**config.mk**
```make
export PLATFORM = sky130hd
export DESIGN_NAME = life_pattern_loader
export DESIGN_NICKNAME = d
export VERILOG_FILES = /design/src/rtl/life_pkg.sv /design/src/rtl/life_debounce.sv /design/src/rtl/life_pattern_loader.sv
export SDC_FILE = /design/constraint.sdc
export NUM_CORES = 1
export LEC_CHECK = 0
export CAP_MARGIN = 25
export CORE_MARGIN = 4
export CORE_UTILIZATION = 50
export CTS_CLUSTER_SIZE = 20
export DETAILED_ROUTE_END_ITERATION = 7
export PLACE_DENSITY = 0.79
export SETUP_SLACK_MARGIN = 0.1
export SYNTH_ARGS = -nofsm -noshare
export SYNTH_HDL_FRONTEND = slang
export SYNTH_SLANG_ARGS = --single-unit
export TNS_END_PERCENT = 100
```
**constraint.sdc**
```tcl
create_clock -name clk -period 4.65 [get_ports clk]
set_clock_uncertainty 0.05 [all_clocks]
set_input_delay 0.93 -clock clk [delete_from_list [all_inputs] [get_ports clk]]
set_output_delay 0.93 -clock clk [all_outputs]
set_load 0.05 [all_outputs]
```
**src/rtl/life_pkg.sv**
```systemverilog
// ---------------------------------------------------------------------------
// life_pkg
// Shared definitions for the life-array pattern loader:
//   TILE_W / POS_W   default tile width and tile-position bus width
//   PRESET_*         tile patterns selectable from the selector switches
//   state_t          loader FSM states
//   decode_preset    selector -> preset, bit0 has the highest priority
//   rotl_nibbles     rotate a tile left by 4*(k mod 4) bits
// ---------------------------------------------------------------------------
package life_pkg;

    localparam int TILE_W = 16;
    localparam int POS_W  = 2;

    localparam logic [TILE_W-1:0] PRESET_0    = 16'h3300;
    localparam logic [TILE_W-1:0] PRESET_1    = 16'h33CC;
    localparam logic [TILE_W-1:0] PRESET_2    = 16'h0700;
    localparam logic [TILE_W-1:0] PRESET_3    = 16'h6186;
    localparam logic [TILE_W-1:0] PRESET_NONE = 16'h0000;

    typedef enum logic [1:0] {
        ST_IDLE,
        ST_REQ,
        ST_WRITE,
        ST_DONE
    } state_t;

    function automatic logic [TILE_W-1:0] decode_preset(input logic [3:0] sel);
        logic [TILE_W-1:0] pat;
        if (sel[0])      pat = PRESET_0;
        else if (sel[1]) pat = PRESET_1;
        else if (sel[2]) pat = PRESET_2;
        else if (sel[3]) pat = PRESET_3;
        else             pat = PRESET_NONE;
        return pat;
    endfunction

    // Rotating a doubled copy and taking the upper half avoids a shift by
    // the full tile width when k mod 4 is zero.
    function automatic logic [TILE_W-1:0] rotl_nibbles(input logic [TILE_W-1:0] p,
                                                       input logic [31:0]       k);
        logic [2*TILE_W-1:0] dbl;
        dbl = {p, p} << (4 * (k % 4));
        return dbl[2*TILE_W-1 -: TILE_W];
    endfunction

endpackage

```
**src/rtl/life_debounce.sv**
```systemverilog
// ---------------------------------------------------------------------------
// life_debounce
// Two-flop synchroniser plus counting debouncer for a bouncing push-button.
// The accepted level flips only after DEBOUNCE_CYCLES consecutive synced
// samples disagree with it; any agreeing sample restarts the count.
// Ports:
//   clk    system clock
//   reset  asynchronous active-high reset
//   din    raw button input, asynchronous to clk
//   level  debounced button level
//   rise   one-cycle pulse, high on the cycle level goes 0 -> 1
// ---------------------------------------------------------------------------
module life_debounce #(
    parameter int DEBOUNCE_CYCLES = 1000000
) (
    input  logic clk,
    input  logic reset,
    input  logic din,
    output logic level,
    output logic rise
);

    localparam int CNT_W = (DEBOUNCE_CYCLES > 1) ? $clog2(DEBOUNCE_CYCLES) : 1;
    localparam logic [CNT_W-1:0] CNT_LAST = CNT_W'(DEBOUNCE_CYCLES - 1);

    logic             sync_meta_q;
    logic             sync_q;
    logic [CNT_W-1:0] cnt_q, cnt_d;
    logic             level_q, level_d;
    logic             rise_q, rise_d;

    always_comb begin
        cnt_d   = '0;
        level_d = level_q;
        rise_d  = 1'b0;
        if (sync_q != level_q) begin
            if (cnt_q == CNT_LAST) begin
                level_d = ~level_q;
                rise_d  = ~level_q;
            end else begin
                cnt_d = cnt_q + 1'b1;
            end
        end
    end

    always_ff @(posedge clk or posedge reset) begin
        if (reset) begin
            sync_meta_q <= 1'b0;
            sync_q      <= 1'b0;
            cnt_q       <= '0;
            level_q     <= 1'b0;
            rise_q      <= 1'b0;
        end else begin
            sync_meta_q <= din;
            sync_q      <= sync_meta_q;
            cnt_q       <= cnt_d;
            level_q     <= level_d;
            rise_q      <= rise_d;
        end
    end

    assign level = level_q;
    assign rise  = rise_q;

endmodule

```
**src/rtl/life_pattern_loader.sv**
```systemverilog
// ---------------------------------------------------------------------------
// life_pattern_loader
// On a debounced load-button press, latches the preset picked by the
// selector switches and writes it into every tile position of block memory
// through the shared write port, using a req/grant handshake.
// Optional build macro: LIFE_LOADER_ROTATE_EN -- tile k receives the
// pattern rotated left by 4*(k mod 4) bits instead of the plain pattern.
// Ports:
//   clk, reset         clock, asynchronous active-high reset
//   selector[3:0]      preset switches (asynchronous)
//   load_btn           load push-button (asynchronous, bouncing)
//   mem_grant          write port granted by the generation controller
//   mem_req            write port request
//   mem_write_enb      one-cycle write strobe per tile
//   mem_pos, mem_data  tile position / value of the current write
//   busy               high from press acceptance until done
//   done               one-cycle pulse after the last tile is written
// All outputs are registered.
// ---------------------------------------------------------------------------
module life_pattern_loader #(
    parameter int NUM_TILES       = 4,
    parameter int POS_W           = life_pkg::POS_W,
    parameter int TILE_W          = life_pkg::TILE_W,
    parameter int DEBOUNCE_CYCLES = 1000000
) (
    input  logic              clk,
    input  logic              reset,
    input  logic [3:0]        selector,
    input  logic              load_btn,
    input  logic              mem_grant,
    output logic              mem_req,
    output logic              mem_write_enb,
    output logic [POS_W-1:0]  mem_pos,
    output logic [TILE_W-1:0] mem_data,
    output logic              busy,
    output logic              done
);

    import life_pkg::*;

    localparam logic [POS_W-1:0] POS_LAST = POS_W'(NUM_TILES - 1);

    logic [3:0]        sel_meta_q, sel_sync_q;
    logic              btn_level, btn_rise;
    state_t            state_q, state_d;
    logic [POS_W-1:0]  pos_q, pos_d;
    logic [TILE_W-1:0] pattern_q, pattern_d;
    logic              mem_req_q, mem_req_d;
    logic              we_q, we_d;
    logic [POS_W-1:0]  mem_pos_q, mem_pos_d;
    logic [TILE_W-1:0] mem_data_q, mem_data_d;
    logic              busy_q, busy_d;
    logic              done_q, done_d;
    logic [TILE_W-1:0] tile_value;

    life_debounce #(
        .DEBOUNCE_CYCLES(DEBOUNCE_CYCLES)
    ) u_debounce (
        .clk   (clk),
        .reset (reset),
        .din   (load_btn),
        .level (btn_level),
        .rise  (btn_rise)
    );

`ifdef LIFE_LOADER_ROTATE_EN
    assign tile_value = rotl_nibbles(pattern_q, 32'(pos_q));
`else
    assign tile_value = pattern_q;
`endif

    always_comb begin
        state_d    = state_q;
        pos_d      = pos_q;
        pattern_d  = pattern_q;
        mem_req_d  = 1'b0;
        we_d       = 1'b0;
        mem_pos_d  = '0;
        mem_data_d = '0;
        busy_d     = 1'b0;
        done_d     = 1'b0;
        case (state_q)
            ST_IDLE: begin
                // Presses are only looked at here, so a press while busy
                // never touches the latched pattern.
                if (btn_rise && btn_level) begin
                    state_d   = ST_REQ;
                    pos_d     = '0;
                    pattern_d = decode_preset(sel_sync_q);
                    mem_req_d = 1'b1;
                    busy_d    = 1'b1;
                end
            end
            ST_REQ: begin
                mem_req_d = 1'b1;
                busy_d    = 1'b1;
                if (mem_grant) state_d = ST_WRITE;
            end
            ST_WRITE: begin
                mem_req_d = 1'b1;
                busy_d    = 1'b1;
                // Without grant the position simply holds until it returns.
                if (mem_grant) begin
                    we_d       = 1'b1;
                    mem_pos_d  = pos_q;
                    mem_data_d = tile_value;
                    if (pos_q == POS_LAST) begin
                        pos_d   = '0;
                        state_d = ST_DONE;
                    end else begin
                        pos_d = pos_q + 1'b1;
                    end
                end
            end
            ST_DONE: begin
                // busy stays up alongside the done pulse and drops after it.
                busy_d  = 1'b1;
                done_d  = 1'b1;
                state_d = ST_IDLE;
            end
            default: state_d = ST_IDLE;
        endcase
    end

    always_ff @(posedge clk or posedge reset) begin
        if (reset) begin
            sel_meta_q <= '0;
            sel_sync_q <= '0;
            state_q    <= ST_IDLE;
            pos_q      <= '0;
            pattern_q  <= '0;
            mem_req_q  <= 1'b0;
            we_q       <= 1'b0;
            mem_pos_q  <= '0;
            mem_data_q <= '0;
            busy_q     <= 1'b0;
            done_q     <= 1'b0;
        end else begin
            sel_meta_q <= selector;
            sel_sync_q <= sel_meta_q;
            state_q    <= state_d;
            pos_q      <= pos_d;
            pattern_q  <= pattern_d;
            mem_req_q  <= mem_req_d;
            we_q       <= we_d;
            mem_pos_q  <= mem_pos_d;
            mem_data_q <= mem_data_d;
            busy_q     <= busy_d;
            done_q     <= done_d;
        end
    end

    assign mem_req       = mem_req_q;
    assign mem_write_enb = we_q;
    assign mem_pos       = mem_pos_q;
    assign mem_data      = mem_data_q;
    assign busy          = busy_q;
    assign done          = done_q;

endmodule

```
==> qor.yml <==
ys_seq_area_frac: 0.578
synth_flop_cell: "dfrtp_1"
num_io_pins: 30
place_inst: 301
cts-root-buf: "clkbuf_8"
die_x_um: 78.9
p_leak_nw: 1.36
avgSynthCellArea_um2: 11.5
hold-worst-slack_ps: 298
switchingPower_mw: 0.378
synth_edf_count: 0
path_delay_family: "buffers and inverters"
cts_tree: "yes"
slew_headroom: 0.376
syn2layout_area_growth_pct: 19.6
antenna_found_initial: 0
seqPwrFrac: 0.420
rows: 25
dp_hpwl_um: 2880
gp_congestion: 0.813
antenna_cells: 0
p_int_mw: 0.971
first_iter_violations: 114
hold_viol_final: 0
combPwrFrac: 0.194
drtAntennaViolNets: 0
cp.arrival_ps: 1470
fp.coreArea_um2: 4790
port_buffers: 24
drv_cap: 0
swShare: 0.280
fmax_mhz: 408
nNetsFinal: 260
grt_max_degree: 31
async_reset_ff_frac: 1.00
post-route-period-util: 0.527
clkTransAtPathRegs_ps: 70
drc: 0
crit_path_cell_trace: "clkdlybuf4s50_1"
routedWlPerCell_um: 12.9
hold_class: "reg -> reg"
synth_area_leaders: "dfrtp_1, xnor2_1, ha_1"
ff2ff_setup_slack_ps: 2560
die_h_um: 78.9
cts_resized: 0
required_ps: 3670
syn-instance-count: 218
ys_seq_elements: 58
register_area_um2: 1450
critPathMaxStageDelay_ps: 800
insertion_delay_ps: 320
vias_per_cell: 5.14
path_buf_inv: 1
totalWireLength_um: 4080
cts_buffers: 9
clkPwrFrac: 0.386
tns_ps: 0
cp_slowest_cell: "clkdlybuf4s50_1"
grt_pass1_vias: 1545
cp-end-kind: "primary output"
hold_buffers: 0
tightest_slew_ps: 932
initial_core_util: 0.525
status: "completed"
htreeDepth: 3
min_period_ps: 2450
overflow: 0
yosysWarningCount: 0
vias: 1628
ir_worst_vdd_v: 0.000234
crit_type: "reg -> out"
syn_area_um2: 2510
multi_input_area_um2: 961
p_total_mw: 1.35
synth_cell_types: 43
synth.largest_area_cell: "dfrtp_1"
drv_slew: 0
nFillCells: 386
dr.pass1.iters: 4
grt_pass1_wl_um: 7090
final_cells: 317
yosysTopAreaCellShare: 0.578
crit_fanout: 2
rsz0062_at_grt: "false"
postCtsSetupBuffers: 0
clockBufferDepth: 2
grt_usage: 0.150
start_kind: "flip-flop"
cts_num_sinks: 58
final_common_cell: "dfrtp_1"
die_area_um2: 6220
layout_common_cells: "dfrtp_1, clkdlybuf4s50_1, nor2_1, nand2_1, xnor2_1"
powerDensity_nw_per_um2: 449
drive_gt1_frac: 0.104
setup_viol: 0
## through the flow
step / worst slack [ps] / cell area (µm²) / util
after floorplan: 2240 / 2530 / -
after global placement: 2210 / 2770 / 0.580
after detailed placement: 2160 / 2770 / 0.580
after CTS: 2170 / 3000 / 0.627
after global routing: 2140 / 3000 / 0.627
final: 2200 / 3000 / 0.627
## flip-flops by register name, indices dropped and copies added, names as in the netlist, 2 cells and up
name              flops
state_q               2
sel_sync_q            4
pos_q                 2
mem_data              8
mem_pos               2
pattern_q             8
sel_meta_q            4
u_debounce.cnt_q     20
## cell families (layout without fill, tap and decap cells)
| kind of cell | Yosys count | in the layout | share of synthesized area |
|---|---|---|---|
| DFF | 58 | 58 | 0.578 |
| AOI/OAI and AO/OA | 21 | 21 | 0.0673 |
| muxes | 3 | 3 | 0.0139 |
| other | 1 | 5 | 0.00149 |
| buffers and inverters | 21 | 49 | 0.0453 |
| xor gates and xnor gates | 16 | 16 | 0.0558 |
| and+or+nand+nor | 91 | 91 | 0.203 |
| adders and majority gates | 7 | 7 | 0.0349 |
## per-layer routing
layer	routed length, µm	part of all wire	global-route usage	vias up
met1	1860	0.46	0.186	780
li1	-	-	-	798
met3	234	0.057	0.0624	7
met5	0	0	0	-
met4	53	0.013	0.0722	0
met2	1930	0.47	0.227	43
## power by group through the flow
stage	registers [mW]	clock network (mW)	logic [mW]
after floorplan	0.630	0	0.143
after global placement	0.575	0	0.258
after detailed placement	0.577	0	0.264
after CTS	0.568	0.533	0.265
after global routing	0.575	0.557	0.289
final	0.567	0.520	0.262
## final cells by class
class,instances,area share
clock buffer,12,0.0517
clock inverter,4,0.0246
inverter,8,0.0100
sequential,58,0.483
timing repair buffer,25,0.0825
tap,67,0.0279
multi-input combinational,143,0.320
## Yosys cell counts, types with 2 or more instances
| library cell | number |
|---|---|
| xor2_1 | 3 |
| o21ai_0 | 3 |
| xnor2_1 | 13 |
| nor2_1 | 21 |
| o2bb2ai_1 | 2 |
| a22o_1 | 2 |
| or3_4 | 2 |
| buf_4 | 9 |
| dfrtp_1 | 58 |
| ha_1 | 7 |
| and3_1 | 12 |
| nor4_1 | 6 |
| nand3_1 | 7 |
| clkbuf_1 | 3 |
| o41ai_1 | 2 |
| nand4_1 | 4 |
| inv_1 | 8 |
| and2_1 | 2 |
| a21oi_1 | 5 |
| or4b_1 | 2 |
| nand2_1 | 19 |
| mux2i_1 | 2 |
| nor3_1 | 5 |
| nand3_2 | 2 |
## worst paths after layout
path | start | end | cells after the start
worst min register to register | sel_meta_q[2] | sel_sync_q[2] | 0
worst min-delay path | sel_meta_q[2] | sel_sync_q[2] | 0
min in group asynchronous | reset | u_debounce.cnt_q[4] | 2
worst max-delay path | mem_data[7] | mem_data[2] | 1
worst max register to register | u_debounce.cnt_q[7] | u_debounce.cnt_q[15] | 4
max in group asynchronous | reset | u_debounce.rise | 3
(Power assumes the default switching activity.)
